$ cat src/rtl/serial_pkg.sv
`default_nettype none
// ============================================================================
//  Module      : serial_pkg
//  Description : Shared types and constants for the serial word feeder and
//                its staging FIFO. Provides the shifter FSM state type, the
//                default word width and a helper that sizes the bit counter.
//  Revision    : 1.0 - initial release
// ============================================================================
package serial_pkg;

    // Shifter FSM states. The width is fixed so the encoding is explicit.
    typedef enum logic [0:0] {
        IDLE  = 1'b0,
        SHIFT = 1'b1
    } state_t;

    // Default number of bits per parallel word.
    localparam int unsigned c_default_width = 16;

    // Width of a counter that must hold 0 .. width-1 (never less than 1 bit).
    function automatic int unsigned cnt_width(input int unsigned width);
        return (width > 1) ? $clog2(width) : 1;
    endfunction

endpackage : serial_pkg
`default_nettype wire

$ cat src/rtl/serial_fifo.sv
`default_nettype none
// ============================================================================
//  Module      : serial_fifo
//  Description : Synchronous DEPTH x WIDTH staging FIFO with a combinational
//                head read port and a synchronous clear.
//  Ports       : clk     - clock, all state changes on posedge
//                rst_n   - asynchronous active-low reset
//                clear   - synchronous clear of pointers and count
//                push    - write wdata at the tail (ignored when full)
//                pop     - drop the head entry (ignored when empty)
//                wdata   - write data
//                rdata   - current head entry (valid when !empty)
//                count   - number of stored entries, 0 .. DEPTH
//                full    - count == DEPTH
//                empty   - count == 0
//  Revision    : 1.0 - initial release
// ============================================================================
module serial_fifo
    import serial_pkg::*;
#(
    parameter int unsigned WIDTH = c_default_width,
    parameter int unsigned DEPTH = 2,
    localparam int unsigned PTR_W = $clog2(DEPTH),
    localparam int unsigned CNT_W = PTR_W + 1
) (
    input  logic             clk,
    input  logic             rst_n,
    input  logic             clear,
    input  logic             push,
    input  logic             pop,
    input  logic [WIDTH-1:0] wdata,
    output logic [WIDTH-1:0] rdata,
    output logic [CNT_W-1:0] count,
    output logic             full,
    output logic             empty
);

    logic [WIDTH-1:0] mem_q [DEPTH];
    logic [WIDTH-1:0] mem_d [DEPTH];
    logic [PTR_W-1:0] wr_ptr_q, wr_ptr_d;
    logic [PTR_W-1:0] rd_ptr_q, rd_ptr_d;
    logic [CNT_W-1:0] count_q, count_d;
    logic             do_push;
    logic             do_pop;

    assign full    = (count_q == CNT_W'(DEPTH));
    assign empty   = (count_q == '0);
    assign count   = count_q;
    assign rdata   = mem_q[rd_ptr_q];

    assign do_push = push & ~full;
    assign do_pop  = pop & ~empty;

    // DEPTH is a power of two, so the pointers wrap naturally.
    always_comb begin
        mem_d    = mem_q;
        wr_ptr_d = wr_ptr_q;
        rd_ptr_d = rd_ptr_q;
        count_d  = count_q;
        if (clear) begin
            wr_ptr_d = '0;
            rd_ptr_d = '0;
            count_d  = '0;
        end else begin
            if (do_push) begin
                mem_d[wr_ptr_q] = wdata;
                wr_ptr_d        = wr_ptr_q + PTR_W'(1);
            end
            if (do_pop) begin
                rd_ptr_d = rd_ptr_q + PTR_W'(1);
            end
            count_d = count_q + CNT_W'(do_push) - CNT_W'(do_pop);
        end
    end

    always_ff @(posedge clk or negedge rst_n) begin
        if (!rst_n) begin
            wr_ptr_q <= '0;
            rd_ptr_q <= '0;
            count_q  <= '0;
        end else begin
            wr_ptr_q <= wr_ptr_d;
            rd_ptr_q <= rd_ptr_d;
            count_q  <= count_d;
        end
    end

    // Storage carries no reset: entries are only read once count says so.
    always_ff @(posedge clk) begin
        mem_q <= mem_d;
    end

endmodule : serial_fifo
`default_nettype wire

$ cat src/rtl/serial_word_feeder.sv
`default_nettype none
// ============================================================================
//  Module      : serial_word_feeder
//  Description : Accepts parallel words over valid/ready, stages them in a
//                small FIFO and shifts each one out a bit per clock with a
//                qualifying valid. Consecutive words leave with no gap.
//  Ports       : clk       - clock, all state changes on posedge
//                rst_n     - asynchronous active-low reset
//                in_data   - parallel input word
//                in_valid  - in_data valid
//                in_ready  - FIFO can accept a word this cycle
//                flush     - synchronous clear of FIFO and shifter
//                bit_out   - serial data, 0 whenever bit_valid is 0
//                bit_valid - bit_out carries a data bit this cycle
//                busy      - FIFO non-empty or shifter active
//  Revision    : 1.0 - initial release
// ============================================================================
module serial_word_feeder
    import serial_pkg::*;
#(
    parameter int unsigned WIDTH     = c_default_width,
    parameter int unsigned DEPTH     = 2,
    parameter bit          LSB_FIRST = 1'b1
) (
    input  logic             clk,
    input  logic             rst_n,
    input  logic [WIDTH-1:0] in_data,
    input  logic             in_valid,
    output logic             in_ready,
    input  logic             flush,
    output logic             bit_out,
    output logic             bit_valid,
    output logic             busy
);

    localparam int unsigned BCNT_W = cnt_width(WIDTH);
    localparam int unsigned CNT_W  = $clog2(DEPTH) + 1;

    state_t            state_q, state_d;
    logic [WIDTH-1:0]  shreg_q, shreg_d;
    logic [BCNT_W-1:0] bitcnt_q, bitcnt_d;

    logic [WIDTH-1:0]  shreg_adv;
    logic              head_bit;
    logic              last_bit;
    logic              push;
    logic              pop;
    logic [WIDTH-1:0]  fifo_rdata;
    logic [CNT_W-1:0]  fifo_count;
    logic              fifo_full;
    logic              fifo_empty;

    // No bypass when full: a pop in the same cycle does not open the input.
    assign in_ready = rst_n & ~flush & ~fifo_full;
    assign push     = in_valid & in_ready;

    serial_fifo #(
        .WIDTH (WIDTH),
        .DEPTH (DEPTH)
    ) u_fifo (
        .clk   (clk),
        .rst_n (rst_n),
        .clear (flush),
        .push  (push),
        .pop   (pop),
        .wdata (in_data),
        .rdata (fifo_rdata),
        .count (fifo_count),
        .full  (fifo_full),
        .empty (fifo_empty)
    );

    // The bit on the line is always the shift register's outgoing end.
    generate
        if (LSB_FIRST) begin : g_lsb_first
            assign shreg_adv = {1'b0, shreg_q[WIDTH-1:1]};
            assign head_bit  = shreg_q[0];
        end else begin : g_msb_first
            assign shreg_adv = {shreg_q[WIDTH-2:0], 1'b0};
            assign head_bit  = shreg_q[WIDTH-1];
        end
    endgenerate

    assign last_bit = (bitcnt_q == BCNT_W'(WIDTH - 1));

    always_comb begin
        state_d  = state_q;
        shreg_d  = shreg_q;
        bitcnt_d = bitcnt_q;
        pop      = 1'b0;
        if (flush) begin
            state_d  = IDLE;
            shreg_d  = '0;
            bitcnt_d = '0;
        end else begin
            case (state_q)
                IDLE: begin
                    if (!fifo_empty) begin
                        pop      = 1'b1;
                        shreg_d  = fifo_rdata;
                        bitcnt_d = '0;
                        state_d  = SHIFT;
                    end
                end
                SHIFT: begin
                    if (!last_bit) begin
                        shreg_d  = shreg_adv;
                        bitcnt_d = bitcnt_q + BCNT_W'(1);
                    end else if (!fifo_empty) begin
                        // Reload straight from the FIFO head: no idle bit.
                        pop      = 1'b1;
                        shreg_d  = fifo_rdata;
                        bitcnt_d = '0;
                    end else begin
                        shreg_d  = '0;
                        bitcnt_d = '0;
                        state_d  = IDLE;
                    end
                end
                default: begin
                    state_d  = IDLE;
                    shreg_d  = '0;
                    bitcnt_d = '0;
                end
            endcase
        end
    end

    always_ff @(posedge clk or negedge rst_n) begin
        if (!rst_n) begin
            state_q  <= IDLE;
            shreg_q  <= '0;
            bitcnt_q <= '0;
        end else begin
            state_q  <= state_d;
            shreg_q  <= shreg_d;
            bitcnt_q <= bitcnt_d;
        end
    end

    // All outputs decode directly from flops, so they are glitch-free and
    // fall to 0 the moment reset asserts.
    assign bit_valid = (state_q == SHIFT);
    assign bit_out   = bit_valid & head_bit;
    assign busy      = bit_valid | (fifo_count != '0);

endmodule : serial_word_feeder
`default_nettype wire

$ cat config.mk
export PLATFORM = sky130hd
export DESIGN_NAME = serial_word_feeder
export DESIGN_NICKNAME = d
export VERILOG_FILES = /design/src/rtl/serial_pkg.sv /design/src/rtl/serial_fifo.sv /design/src/rtl/serial_word_feeder.sv
export SDC_FILE = /design/constraint.sdc
export NUM_CORES = 1
export LEC_CHECK = 0
export ABC_AREA = 1
export CAP_MARGIN = 20
export CORE_MARGIN = 5
export CORE_UTILIZATION = 45
export DETAILED_ROUTE_END_ITERATION = 7
export PLACE_DENSITY = 0.75
export SLEW_MARGIN = 30
export SYNTH_ARGS = -nofsm -noshare
export SYNTH_HDL_FRONTEND = slang
export SYNTH_SLANG_ARGS = --single-unit
$ cat constraint.sdc
create_clock -name clk -period 4.16 [get_ports clk]
set_clock_uncertainty 0.05 [all_clocks]
set_input_delay 1.04 -clock clk [delete_from_list [all_inputs] [get_ports clk]]
set_output_delay 1.04 -clock clk [all_outputs]
set_load 0.1 [all_outputs]
== Word-level counts from Yosys, hierarchy flattened ==
Index checks and enable logic that the tools add are counted.

* Latch bits: 0
* Input bits: 20
* Register bits: 57
* Bits in writable memories: 0
* Logic and storage cells: 65
* Memories kept: 0
* Output and inout bits: 4
* Memory bits (read-only): 0

* Shift-type cells: 0
* $lt $le $gt $ge: 3
* Reduce and logical (&&, ||, !) cells: 6
* Mux-type cells: 27
* $mul: 0
* Bitwise gates (word level): 13
* Equal/unequal tests: 3
* Add/sub/neg operators: 5
* Divide/modulo/power cells: 0

{| class="wikitable"
|+ Operator list
! operator !! number
|-
| $mux 16 || 8
|-
| $bwmux 32 || 1
|-
| $pmux 16 s2 || 1
|-
| $demux 16 s1 || 1
|-
| $mux 4 || 3
|-
| $mux 1 || 9
|-
| $pmux 4 s2 || 1
|-
| $and 1x1->1 || 6
|-
| $reduce_bool 2->1 || 3
|-
| $add 4x1->4 const B || 1
|-
| $eq 4x4->1 const B || 1
|-
| $ge 2x2->1 const B || 2
|-
| $not 1->1 || 4
|-
| $not 1->2 || 2
|-
| $pmux 1 s2 || 2
|-
| $ne 3x3->1 const B || 1
|-
| $add 1x1->1 const B || 2
|-
| $add 2x1->2 || 1
|-
| $eq 2x2->1 const B || 1
|-
| $logic_not 2->1 || 1
|-
| $lt 2x1->1 const B || 1
|-
| $mux 2 || 1
|-
| $reduce_and 2->1 || 1
|-
| $sub 2x1->2 || 1
|-
| other kinds (2) || 2
|}

== Depth between registers and ports, before layout ==
* Word-level depth: 8
* Gate-level depth with buffers: 11

== Hierarchy ==
A second synthesis with hierarchy kept.

* Cells, all modules: 313
* Area total of the unflattened synthesis: 2803.9 um^2

{| class="wikitable"
|+ By module, submodules not included
! module !! times used !! cells each !! area an instance (um^2) !! seq. area each (um^2)
|-
| serial_fifo || 1 || 119 || 1472.7 || 1061.0
|-
| serial_word_feeder || 1 || 194 || 1331.3 || 525.5
|}

== Worst setup path after synthesis ==
No wires, ideal clock.

* Path type: input-to-output
* Start: input port flush
* End: output port in_ready
* Stages on the path: 2
* Slack: 590 ps
* Data required time: 3070 ps
* Arrival: 2480 ps
* Cells stage by stage: buf_4 > nor2_1

* Longest elaborated chain between the ends: 3

{| class="wikitable"
|+ RTL lines
! element !! line !! source
|-
| start, declared || serial_word_feeder.sv:30 || <nowiki>input logic flush,</nowiki>
|-
| $not 1->1 (no line) || -- ||
|-
| $and 1x1->1 (2 in series) || serial_word_feeder.sv:54 || <nowiki>assign in_ready = rst_n & ~flush & ~fifo_full;</nowiki>
|-
| end, declared || serial_word_feeder.sv:29 || <nowiki>output logic in_ready,</nowiki>
|}

No other way between the ends.

== Final worst setup path ==
* Start: register state_q (netlist: bit_valid)
* End: output port busy

* Longest elaborated chain between the ends: 1

{| class="wikitable"
|+ RTL lines
! element !! line !! source
|-
| start, declared || serial_word_feeder.sv:39 || <nowiki>state_t state_q, state_d;</nowiki>
|-
| start signal, assigned || serial_word_feeder.sv:135 || <nowiki>state_q <= state_d;</nowiki>
|-
| $or 1x1->1 || serial_word_feeder.sv:145 || <nowiki>assign busy = bit_valid | (fifo_count != '0);</nowiki>
|-
| end, declared || serial_word_feeder.sv:33 || <nowiki>output logic busy</nowiki>
|}

No other way between the ends.

==> load_flow_metrics.sql <==
INSERT INTO impl_metrics (metric_group, metric, value, unit) VALUES
('worst_hold_path', 'holdCritStartpoint', 'shreg_q[15]', ''),
('final_layout', 'synthToLayoutAreaGrowth', '18.7', '%'),
('timing', 'achievable-frequency', '311', 'MHz'),
('synthesis', 'post_synth_inst_count', '245', ''),
('drt', 'first_iter_violations', '137', ''),
('worst_setup_path', 'critPathKind', 'flop to primary output', ''),
('drt', 'detail_route.first_pass.iterations', '4', ''),
('drt', 'num_vias', '1728', ''),
('global_routing', 'largest_net_degree_at_the_start_of_global_routing', '27', ''),
('floorplan', 'design.core.area', '0.00544', 'mm²'),
('worst_setup_path', 'cp_slowest_stage_delay', '1.13', 'ns'),
('drt', 'detail_route.wl_per_cell', '12.4', 'µm'),
('power', 'relative_contribution_of_combinational_cells_to_total_power', '26.8', '%'),
('worst_setup_path', 'worst_setup_path_start_kind', 'flop', ''),
('place', 'dp_hpwl', '2.81', 'mm'),
('clock_network', 'number_of_clock_buffers_inserted_by_tritoncts', '9', ''),
('timing', 'timing.final.setup_violations', '0', ''),
('clock_network', 'clk_slew_on_worst_s_h_paths', '0.06', 'ns'),
('floorplan', 'die_h', '84.3', 'µm'),
('final_layout', 'ratio_of_cells_with_drive_above_1_in_the_final_layout', '9.75', '%'),
('clock_network', 'tritoncts_clock_tree', 'done', ''),
('power', 'p_sw', '0.000601', 'W'),
('floorplan', 'die_ar', '0.00710', 'mm²'),
('drt', 'detail_route.drc_violations', '0', ''),
('worst_hold_path', 'min-delay-path-class', 'flop to flop', ''),
('timing', 'slew_viol_final', '0', ''),
('outcome', 'outcome', 'finished clean', ''),
('final_layout', 'regArea', '0.00159', 'mm²'),
('floorplan', 'die-width', '84.3', 'µm'),
('final_layout', 'antenna_cells', '0', ''),
('worst_setup_path', 'ff2ff_setup_slack', '2.04', 'ns'),
('clock_network', 'cts_htree_levels', '3', ''),
('worst_setup_path', 'worstPathArrival', '2.13', 'ns'),
('power', 'pd_cells', '578', 'mW/mm²'),
('worst_setup_path', 'worst_setup_path_end_kind', 'primary output', ''),
('final_layout', 'most_common_cell_after_layout_fill_and_taps_aside', 'sky130_fd_sc_hd__nand2_1', ''),
('drt', 'antenna_violating_nets_post_route', '0', ''),
('power', 'cell_internal_pwr', '0.00110', 'W'),
('final_layout', 'nets_finish', '295', ''),
('place', 'routabilityCongestion', '0.747', ''),
('global_routing', 'global_route_wire_length_before_repair', '7.17', 'mm'),
('job', 'cap_viol_max_count', '0', ''),
('timing', 'worst_slew_margin_rel', '34.5', '%'),
('global_routing', 'first_global_vias', '1616', ''),
('clock_network', 'cts-hold-fix-buffers', '0', ''),
('final_layout', 'final_util', '54.2', '%'),
('clock_network', 'tritoncts_num_sinks', '57', ''),
('worst_setup_path', 'cp_max_fo', '5', ''),
('synthesis', 'syn_avg_cell_area', '10.1', 'µm²'),
('power', 'fin_total_pwr', '0.00170', 'W'),
('final_layout', 'multiInputGateArea', '764', 'µm²'),
('power', 'switching_share', '35.3', '%'),
('clock_network', 'clk_path_buf_depth', '2', ''),
('timing', 'hold_viol_final', '0', ''),
('floorplan', 'io-pin-count', '24', ''),
('timing', 'final.min_clock_period', '3.22', 'ns'),
('synthesis', 'yosys.cell_types.count', '22', ''),
('synthesis', 'synth_nets', '268', ''),
('timing', 'timing.final.crit_share', '77.4', '%'),
('timing', 'tns', '0', 'ns'),
('drt', 'wl', '4.34', 'mm'),
('floorplan', 'initial_utilization', '45.7', '%'),
('worst_setup_path', 'critPathRequiredTime', '3.07', 'ns'),
('worst_setup_path', 'worstPathCellList', 'inv_2 > nand2_1 > clkdlybuf4s50_1', ''),
('place', 'buffer_ports.inserted', '23', ''),
('power', 'irDropWorstVdd', '0.355', 'mV'),
('timing', 'rsz0062_at_grt', 'false', ''),
('final_layout', 'fillerInstances', '463', ''),
('synthesis', 'ys.warnings.count', '0', ''),
('worst_setup_path', 'critPathSlowestCell', 'sky130_fd_sc_hd__clkdlybuf4s50_1', ''),
('floorplan', 'floorplan.rows', '27', '');
-- metal layers --
metal	part of all wire [%]	vias to the layer above	track usage, %
met5	0	-	0
met4	1.5	0	6.58
met3	4.7	6	4.51
met2	49	38	20.3
met1	45	816	15.6
li1	-	868	-
-- per-stage QoR --
step	cells	instance area (µm²)
floorplan	245	2480
global placement	333	2760
detailed placement	333	2760
CTS	349	2950
global route	349	2950
finish	349	2950
-- area by class of cell --
cell class | count | share of cell area, %
Clock buffer | 11 | 4.46
Multi-Input combinational cell | 163 | 25.9
Inverter | 15 | 1.91
Sequential cell | 57 | 53.8
Tap cell | 72 | 3.06
Clock inverter | 5 | 1.91
Timing Repair Buffer | 26 | 8.91
-- power by group through the flow --
stage	combinational, W	sequential, W	clock (W)
finish	0.000457	0.000758	0.000488
detailed placement	0.000460	0.000766	0
floorplan	0.000361	0.000765	0
global placement	0.000449	0.000764	0
CTS	0.000462	0.000758	0.000496
global route	0.000505	0.000770	0.000527
-- how the worst max path moves through the flow --
stage | from | endpoint | slack, ns | cells past startpoint
floorplan | flush | in_ready | 0.59 | 2
global placement | rst_n | u_fifo.mem_q[28] | 0.99 | 8
detailed placement | rst_n | u_fifo.mem_q[26] | 0.90 | 8
CTS | bit_valid | busy | 0.92 | 3
global route | bit_valid | busy | 0.87 | 3
finish | bit_valid | busy | 0.94 | 3
-- logic make-up after synthesis --
kind of cell | count (synthesis) | share of synthesized area, %
fa+ha+maj | 3 | 1.51
simple gates | 156 | 28.5
compound gates | 4 | 0.806
flops | 57 | 63.9
buf+inv | 25 | 5.34
-- synthesized netlist by cell type (all sizes together) --
cell type  instances  area (µm²)
nand2             91         349
nor2              11        67.6
nand3             52         278
a21oi              1        5.00
ha                 3        37.5
nand4              1        6.26
inv               15        56.3
dfrtp             25         626
o21ai              3        15.0
or2                1        6.26
edfxtp            32         961
buf               10        76.3
-- worst max-delay path: cells and delay by family, from the launching register on --
family,cells,cell delay [ns]
DFF,1,0.47
and+or+nand+nor,1,0.09
buffers and inverters,2,1.23
-- sequential cells by signal, indices dropped and copies added (netlist names) --
signal and flops:
u_fifo.rd_ptr_q 1, bitcnt_q 4, bit_valid 1, u_fifo.wr_ptr_q 1
u_fifo.count 2, u_fifo.mem_q 32, shreg_q 16
(Power assumes the default switching activity.)
